File: src/rtl/mem_responder.sv
// rtl/mem_responder.sv - single-outstanding memory target with programmable wait and byte-lane writes
module mem_responder #(
    parameter int ADDR_BITS = 8,
    parameter int LATENCY   = 2
) (
    input  logic        clk,
    input  logic        reset,
    input  logic        req_valid,
    output logic        req_ready,
    input  logic        req_wr,
    input  logic [31:0] req_addr,
    input  logic [31:0] req_wdata,
    input  logic [3:0]  req_be,
    output logic        resp_valid,
    input  logic        resp_ready,
    output logic [31:0] resp_rdata,
    output logic        resp_err
);

    localparam int         IDX_W    = ADDR_BITS - 2;
    localparam int         WORDS    = 1 << IDX_W;
    localparam logic [3:0] CNT_LOAD = 4'(LATENCY - 1);

    typedef enum logic [1:0] {
        S_IDLE,
        S_WAIT,
        S_RESP
    } state_t;

    state_t      state_q, state_d;
    logic [3:0]  cnt_q, cnt_d;
    logic        wr_q, wr_d;
    logic [31:0] addr_q, addr_d;
    logic [31:0] wdata_q, wdata_d;
    logic [3:0]  be_q, be_d;
    logic [31:0] rdata_q, rdata_d;
    logic        err_q, err_d;

    logic [31:0] mem_q [WORDS];

    // Request seen by the commit logic: live inputs in IDLE (zero-wait path),
    // the latched copy otherwise.
    logic             c_wr;
    logic [31:0]      c_addr;
    logic [31:0]      c_wdata;
    logic [3:0]       c_be;
    logic [IDX_W-1:0] c_idx;
    logic             c_be_ok;
    logic             c_err;
    logic             commit;
    logic             mem_we;

    // Select the request being committed and evaluate its error conditions
    always_comb begin
        c_wr    = wr_q;
        c_addr  = addr_q;
        c_wdata = wdata_q;
        c_be    = be_q;
        if (state_q == S_IDLE) begin
            c_wr    = req_wr;
            c_addr  = req_addr;
            c_wdata = req_wdata;
            c_be    = req_be;
        end
        c_idx = c_addr[ADDR_BITS-1:2];
        case (c_be)
            4'b0001, 4'b0010, 4'b0100, 4'b1000,
            4'b0011, 4'b1100, 4'b1111: c_be_ok = 1'b1;
            default:                   c_be_ok = 1'b0;
        endcase
        c_err = ((c_addr >> ADDR_BITS) != 32'd0) || !c_be_ok;
    end

    // Next-state, wait counter, request latch and response capture
    always_comb begin
        state_d = state_q;
        cnt_d   = cnt_q;
        wr_d    = wr_q;
        addr_d  = addr_q;
        wdata_d = wdata_q;
        be_d    = be_q;
        rdata_d = rdata_q;
        err_d   = err_q;
        commit  = 1'b0;
        case (state_q)
            S_IDLE: begin
                if (req_valid) begin
                    wr_d    = req_wr;
                    addr_d  = req_addr;
                    wdata_d = req_wdata;
                    be_d    = req_be;
                    cnt_d   = CNT_LOAD;
                    if (LATENCY == 1) begin
                        commit  = 1'b1;
                        state_d = S_RESP;
                    end else begin
                        state_d = S_WAIT;
                    end
                end
            end
            S_WAIT: begin
                cnt_d = cnt_q - 4'd1;
                if (cnt_q <= 4'd1) begin
                    cnt_d   = 4'd0;
                    commit  = 1'b1;
                    state_d = S_RESP;
                end
            end
            S_RESP: begin
                if (resp_ready) begin
                    state_d = S_IDLE;
                    rdata_d = 32'd0;
                    err_d   = 1'b0;
                end
            end
            default: state_d = S_IDLE;
        endcase
        if (commit) begin
            err_d   = c_err;
            rdata_d = (c_err || c_wr) ? 32'd0 : mem_q[c_idx];
        end
        mem_we = commit && c_wr && !c_err;
    end

    // Control and response registers; reset wins over every other update
    always_ff @(posedge clk) begin
        if (reset) begin
            state_q <= S_IDLE;
            cnt_q   <= 4'd0;
            wr_q    <= 1'b0;
            addr_q  <= 32'd0;
            wdata_q <= 32'd0;
            be_q    <= 4'd0;
            rdata_q <= 32'd0;
            err_q   <= 1'b0;
        end else begin
            state_q <= state_d;
            cnt_q   <= cnt_d;
            wr_q    <= wr_d;
            addr_q  <= addr_d;
            wdata_q <= wdata_d;
            be_q    <= be_d;
            rdata_q <= rdata_d;
            err_q   <= err_d;
        end
    end

    // Backing store: not cleared by reset, but a reset edge blocks a pending commit
    always_ff @(posedge clk) begin
        if (mem_we && !reset) begin
            for (int i = 0; i < 4; i++) begin
                if (c_be[i]) begin
                    mem_q[c_idx][8*i +: 8] <= c_wdata[8*i +: 8];
                end
            end
        end
    end

    assign req_ready  = (state_q == S_IDLE);
    assign resp_valid = (state_q == S_RESP);
    assign resp_rdata = rdata_q;
    assign resp_err   = err_q;

endmodule

File: config.mk
export PLATFORM = sky130hd
export DESIGN_NAME = mem_responder
export DESIGN_NICKNAME = d
export VERILOG_FILES = /design/src/rtl/mem_responder.sv
export SDC_FILE = /design/constraint.sdc
export NUM_CORES = 2
export LEC_CHECK = 0
export CORE_UTILIZATION = 49
export CTS_CLUSTER_DIAMETER = 120
export DETAILED_ROUTE_END_ITERATION = 8
export PLACE_DENSITY_LB_ADDON = 0.15
export SLEW_MARGIN = 5
export SYNTH_ARGS = -nofsm -noshare
export SYNTH_HDL_FRONTEND = slang
export SYNTH_SLANG_ARGS = --single-unit
export TNS_END_PERCENT = 1
File: constraint.sdc
create_clock -name clk -period 4.35 [get_ports clk]
set_clock_uncertainty 0.15 [all_clocks]
set_input_delay 0.87 -clock clk [delete_from_list [all_inputs] [get_ports clk]]
set_output_delay 0.87 -clock clk [all_outputs]
set_load 0.03 [all_outputs]
# After elaboration in Yosys (flattened, before gate mapping)
# Memories as Yosys holds them, arrays and structs flattened.
# Index checks and enable logic that the tools add are counted.
# word_totals
register_bits,108
ram_bits,2048
inputBits,73
out_inout_bits,35
elab_cells,74
n_memories,1
# classes
addsub,1
n_lt_le_gt_ge,1
n_eq_ne,12
mux,33
n_reduce_logical,18
# memory_table
name,depth,word_bits,read_ports,rd_ports_with_merged_regs,wr,line,source
mem_q,64,32,1,0,1,39,logic [31:0] mem_q [WORDS];
# ops
cell,count
2-to-1 mux 32 bit,6
nonzero test 32 bit,1
2-to-1 mux 1 bit,19
"equality test 4 bit, second input constant",3
2-to-1 mux 4 bit,3
"equality test 4 x 2 -> 1 bit, second input constant",2
case mux 4 bit (2 select lines),1
OR reduction 7 bit,1
2-to-1 mux 2 bit,3
case mux 2 bit (3 select lines),1
AND reduction 2 bit,3
nonzero test 2 bit,3
"equality test 4 x 1 -> 1 bit, second input constant",1
"equality test 4 x 3 -> 1 bit, second input constant",1
"less-or-equal comparator 4 x 1 -> 1 bit, second input constant",1
"inequality test 2 bit, second input constant",2
"subtractor 4 x 1 -> 4 bit, second input constant",1
logical AND 1 bit,3
logical NOT 1 bit,3
AND reduction 3 bit,1
"equality test 2 x 1 -> 1 bit, second input constant",1
"equality test 2 bit, second input constant",1
logical NOT 2 bit,1
logical OR 1 bit,2
"inequality test 2 x 1 -> 1 bit, second input constant",1

# Logic depth before layout (Yosys ltp)
# depth
word_depth,12
depth_mapped,14
ltp_nobuf,10

# Worst setup path before layout
# OpenSTA, ideal clock, no wires.
# synth_timing
path_kind,input port to flip-flop
start,input req_addr[4]
end,"memory mem_q[17][0], enable pin"
setup_ns,0.383
arrival_time_ns,3.365
required_ns,3.817
slack_ns,0.452
stages,9
n_path_buf,6
cell_sequence,buf_2 nor3_1 a22oi_2 buf_2 buf_4 buf_2 buf_1 buf_1 nor3_1
# synth_between
elab_chain_len,1
# synth_lines
element,line,source
"start, declared",11,"input logic [31:0] req_addr,"
2-to-1 mux 32 bit,59,if (state_q == S_IDLE) begin
"end, declared",39,
# Every way passes these cells.

# Worst setup path in the final report
# layout_timing
start,register state_q[1]
end,output req_ready
# layout_between
elab_chain_len,1
# layout_lines
element,line,source
"start, declared",30,"state_t state_q, state_d;"
"start signal, assigned",137,state_q <= state_d;
logical NOT 2 bit,159,assign req_ready = (state_q == S_IDLE);
"end, declared",9,"output logic req_ready,"
# Every way passes these cells.

==> impl_metrics.prom <==
# TYPE chip_impl_metric gauge
chip_impl_metric{name="synth_top_cell_area_share",unit=""} 0.752
chip_impl_info{name="hold_start",value="wdata_q[12]"} 1
chip_impl_metric{name="drtAntennaViolNets",unit=""} 0
chip_impl_info{name="critical_path.reg2reg.endpoint",value="resp_rdata[27]"} 1
chip_impl_metric{name="cts_max_level",unit=""} 4
chip_impl_metric{name="drcViolationCount",unit=""} 8
chip_impl_metric{name="setup_viol",unit=""} 0
chip_impl_metric{name="leakage",unit="uW"} 0.0333
chip_impl_metric{name="syn-cell-area",unit="mm2"} 0.0818
chip_impl_metric{name="unique_cell_type_count_in_the_yosys_netlist",unit=""} 80
chip_impl_metric{name="synth-async-reset-ratio",unit=""} 0
chip_impl_metric{name="final_nets",unit=""} 6433
chip_impl_metric{name="setup.reg_to_reg.worst_slack",unit="ps"} 510
chip_impl_metric{name="wire_per_inst",unit="um"} 29.6
chip_impl_metric{name="first_global_vias",unit=""} 53100
chip_impl_metric{name="post_cts_resized",unit=""} 0
chip_impl_metric{name="yosys_warnings",unit=""} 0
chip_impl_metric{name="drive_gt1_frac",unit=""} 0.188
chip_impl_metric{name="worst-r2r-cell-count",unit=""} 12
chip_impl_info{name="critPathKind",value="reg -> out"} 1
chip_impl_metric{name="avgSynthCellArea",unit="um2"} 14.6
chip_impl_info{name="maxUsedRoutingLayer",value="met4"} 1
chip_impl_info{name="worstSetupEndpointType",value="output port"} 1
chip_impl_metric{name="post-cts-setup-buffers",unit=""} 0
chip_impl_metric{name="setup_total_negative_slack",unit="ps"} 0
chip_impl_metric{name="finalWeightedCongestion",unit=""} 0.860
chip_impl_metric{name="wire_length_of_the_first_global_routing_pass",unit="mm"} 371
chip_impl_info{name="dominantRegCellSynth",value="edfxtp_1"} 1
chip_impl_metric{name="vias_per_cell",unit=""} 6.23
chip_impl_info{name="cpLargestDelayFamily",value="buffers and inverters"} 1
chip_impl_metric{name="timing.fmax",unit="MHz"} 254
chip_impl_metric{name="num_vias",unit=""} 54500
chip_impl_metric{name="dr_wl_met2",unit="mm"} 121
chip_impl_metric{name="wl",unit="mm"} 258
chip_impl_metric{name="peakVddDrop",unit="mV"} 0.441
chip_impl_metric{name="clk_transition_reported_paths",unit="ps"} 60
chip_impl_info{name="crit_path_start_kind",value="flip-flop"} 1
chip_impl_metric{name="number_of_instances_in_the_synthesized_netlist",unit=""} 5612
chip_impl_metric{name="max_stage_delay",unit="ps"} 740
chip_impl_info{name="root_buffer",value="clkbuf_16"} 1
chip_impl_metric{name="final_period_utilization",unit=""} 0.906
chip_impl_metric{name="starting_density_of_the_core",unit=""} 0.495
chip_impl_metric{name="grt_start_max_net_pins",unit=""} 65
chip_impl_info{name="cts_tree",value="done"} 1
chip_impl_info{name="hold_class",value="reg -> reg"} 1
chip_impl_metric{name="post_cts_hold_buffer_count",unit=""} 0
chip_impl_metric{name="edff_count_synth",unit=""} 2048
chip_impl_metric{name="route.layer.met1.wl",unit="mm"} 103
chip_impl_metric{name="cp.buffers_inverters",unit=""} 3
chip_impl_info{name="hold-path-endpoint",value="wdata_q[12]"} 1
chip_impl_metric{name="period_minus_slack",unit="ps"} 3940
chip_impl_metric{name="clock_tree.buffer_depth",unit=""} 3
chip_impl_metric{name="ys_seq_area_frac",unit=""} 0.778
chip_impl_info{name="cell_types_occupying_the_most_area_after_synthesis",value="edfxtp_1 75%, nand2_1 4.2%, o22ai_1 3.5%, dfxtp_1 2.6%, a21oi_1 2.5%"} 1
chip_impl_info{name="violations",value="design-rule violations"} 1
chip_impl_metric{name="hold_depth",unit=""} 2
chip_impl_metric{name="final_hold_vios",unit=""} 0
chip_impl_metric{name="synth.net_count",unit=""} 5687
chip_impl_info{name="cp_slowest_cell",value="clkdlybuf4s50_1"} 1
chip_impl_metric{name="detailedRoute.firstIterationViolations",unit=""} 6342
chip_impl_metric{name="layout-area-overhead-vs-synth",unit="%"} 20.2
chip_impl_metric{name="number_of_maximum_capacitance_constraint_violations",unit=""} 0
chip_impl_metric{name="cts_sinks",unit=""} 2154
chip_impl_metric{name="tightestPinTransition",unit="ps"} 1090
chip_impl_metric{name="globalRouteTotalUtil",unit=""} 0.305
chip_impl_info{name="regToRegStartpoint",value="state_q[1]"} 1
chip_impl_metric{name="power.density",unit="mW/mm2"} 486
chip_impl_info{name="setup_repair_after_global_routing_missed_its_margin",value="no"} 1
chip_impl_metric{name="globalRouteOverflowTotal",unit=""} 0
chip_impl_metric{name="met3_wirelength",unit="mm"} 24.3
chip_impl_metric{name="slew_viol_final",unit=""} 0
chip_impl_metric{name="max-slew-margin-rel",unit=""} 0.269
chip_impl_metric{name="core.rowCount",unit=""} 149
chip_impl_metric{name="drt_first_pass_iters",unit=""} 9
chip_impl_metric{name="fin_util",unit=""} 0.595
chip_impl_metric{name="worstPathRequired",unit="ps"} 3330
chip_impl_metric{name="cp.arrival",unit="ps"} 2920
chip_impl_metric{name="floorplan.die.width",unit="um"} 411
chip_impl_metric{name="port_buffers",unit=""} 105
chip_impl_metric{name="fp.dieH",unit="um"} 411
chip_impl_metric{name="die_area",unit="mm2"} 0.169
chip_impl_metric{name="total_power",unit="uW"} 47800
chip_impl_info{name="status",value="finished with violations"} 1
chip_impl_metric{name="design.core.area",unit="mm2"} 0.165
chip_impl_metric{name="place.detailed.hpwl",unit="mm"} 165
chip_impl_metric{name="grt_antenna_before_repair",unit=""} 7
chip_impl_metric{name="ioPinCount",unit=""} 108
chip_impl_metric{name="clk_latency",unit="ps"} 850
chip_impl_metric{name="cts_made_buffers",unit=""} 212
chip_impl_metric{name="synth_seq_cells",unit=""} 2154
chip_impl_info{name="yosys.area.top_type",value="edfxtp_1"} 1
chip_impl_info{name="worstPathCellList",value="or2_2 > inv_2 > buf_4 > clkdlybuf4s50_1"} 1
chip_impl_metric{name="worst-path-max-fanout",unit=""} 27
## layout make-up
type,count,area [um2]
tap,2189,2740
timing repair buffer,934,8360
clock inverter,128,1200
inverter,4,15.0
clock buffer,272,5770
antenna,5,12.5
multi-input combinational,3052,16600
fill,12800,67000
sequential,2154,63600
## per-layer routing
metal	up-vias	GRT usage
met5	-	0
met4	0	0.111
met3	487	0.0519
met2	2838	0.484
met1	27700	0.425
li1	23400	-
## cell usage after synthesis (all sizes together) (45+ instances only)
cell and number:
o221ai 62, edfxtp 2048, nand3 89, nor3 288
a21oi 404, clkbuf 136, nor4 50, o22ai 459
dfxtp 106, a22oi 48, nor2 219, nand2 912
a31oi 49, buf 266, o21ai 61, a32oi 45
## through the flow
stage	area, um2	hold slack, ps	setup slack [ps]	cells
after floorplan	81800	286	452	5612
after global placement	91400	293	-100	8333
after detailed placement	91400	297	-83.2	8333
after CTS	98300	239	367	8733
after global routing	98300	299	337	8735
final	98300	307	408	8738
## sequential cells by signal (all words and copies together) (netlist names)
name        cells
mem_q        2048
state_q         2
resp_rdata     32
be_q            4
resp_err        1
cnt_q           4
wdata_q        32
addr_q         30
wr_q            1
## kinds of logic (layout without fill, tap and decap cells)
logic type / Yosys count / in the layout / share of synthesized area
AOI/OAI and AO/OA: 1350 / 1350 / 0.107
xor gates and xnor gates: 1 / 1 / 0.000107
adders and majority gates: 2 / 2 / 0.000306
buffers and inverters: 406 / 1338 / 0.0221
DFF: 2154 / 2154 / 0.778
muxes: 46 / 46 / 0.00580
other: 0 / 5 / 0
and+or+nand+nor: 1653 / 1653 / 0.0870
## worst reg2reg max path, delay by kind of cell (launching register included)
family,cells,cell delay [ps]
DFF,1,370
AOI/OAI and AO/OA,5,1270
and+or+nand+nor,3,1060
buffers and inverters,4,920
## where the power goes
group | switching [uW] | internal, uW | leakage [uW]
Clock | 7840 | 10500 | 0.00343
Sequential | 45.4 | 23400 | 0.0194
Combinational | 4230 | 1740 | 0.0104
## placed cells by master, fill, tap and decap left out, types with 45 or more instances in the layout
cell type        netlist  routed
a31oi_1               49      49
edfxtp_1            2048    2048
buf_12                 0      87
nand3_1               89      89
a21oi_1              403     402
o221ai_1              62      62
clkbuf_16              0     219
o22ai_1              459     458
clkdlybuf4s50_1        0     104
nand2_1              911     874
buf_4                 17     742
nor3_1               288     287
clkinv_2               0      52
nor4_1                50      50
nor2_1               219     213
a32oi_1               45      45
o21ai_0               57      56
dfxtp_1              106     106
## worst max-delay path by stage
| stage | from | to | cells after the start |
|---|---|---|---|
| after detailed placement | req_addr[4] | resp_rdata[27] | 12 |
| after floorplan | req_addr[4] | mem_q[17][0] | 9 |
| final | state_q[1] | req_ready | 4 |
| after global placement | req_addr[2] | resp_rdata[27] | 13 |
| after CTS | state_q[1] | req_ready | 4 |
| after global routing | state_q[1] | req_ready | 4 |
(Power assumes the default switching activity.)
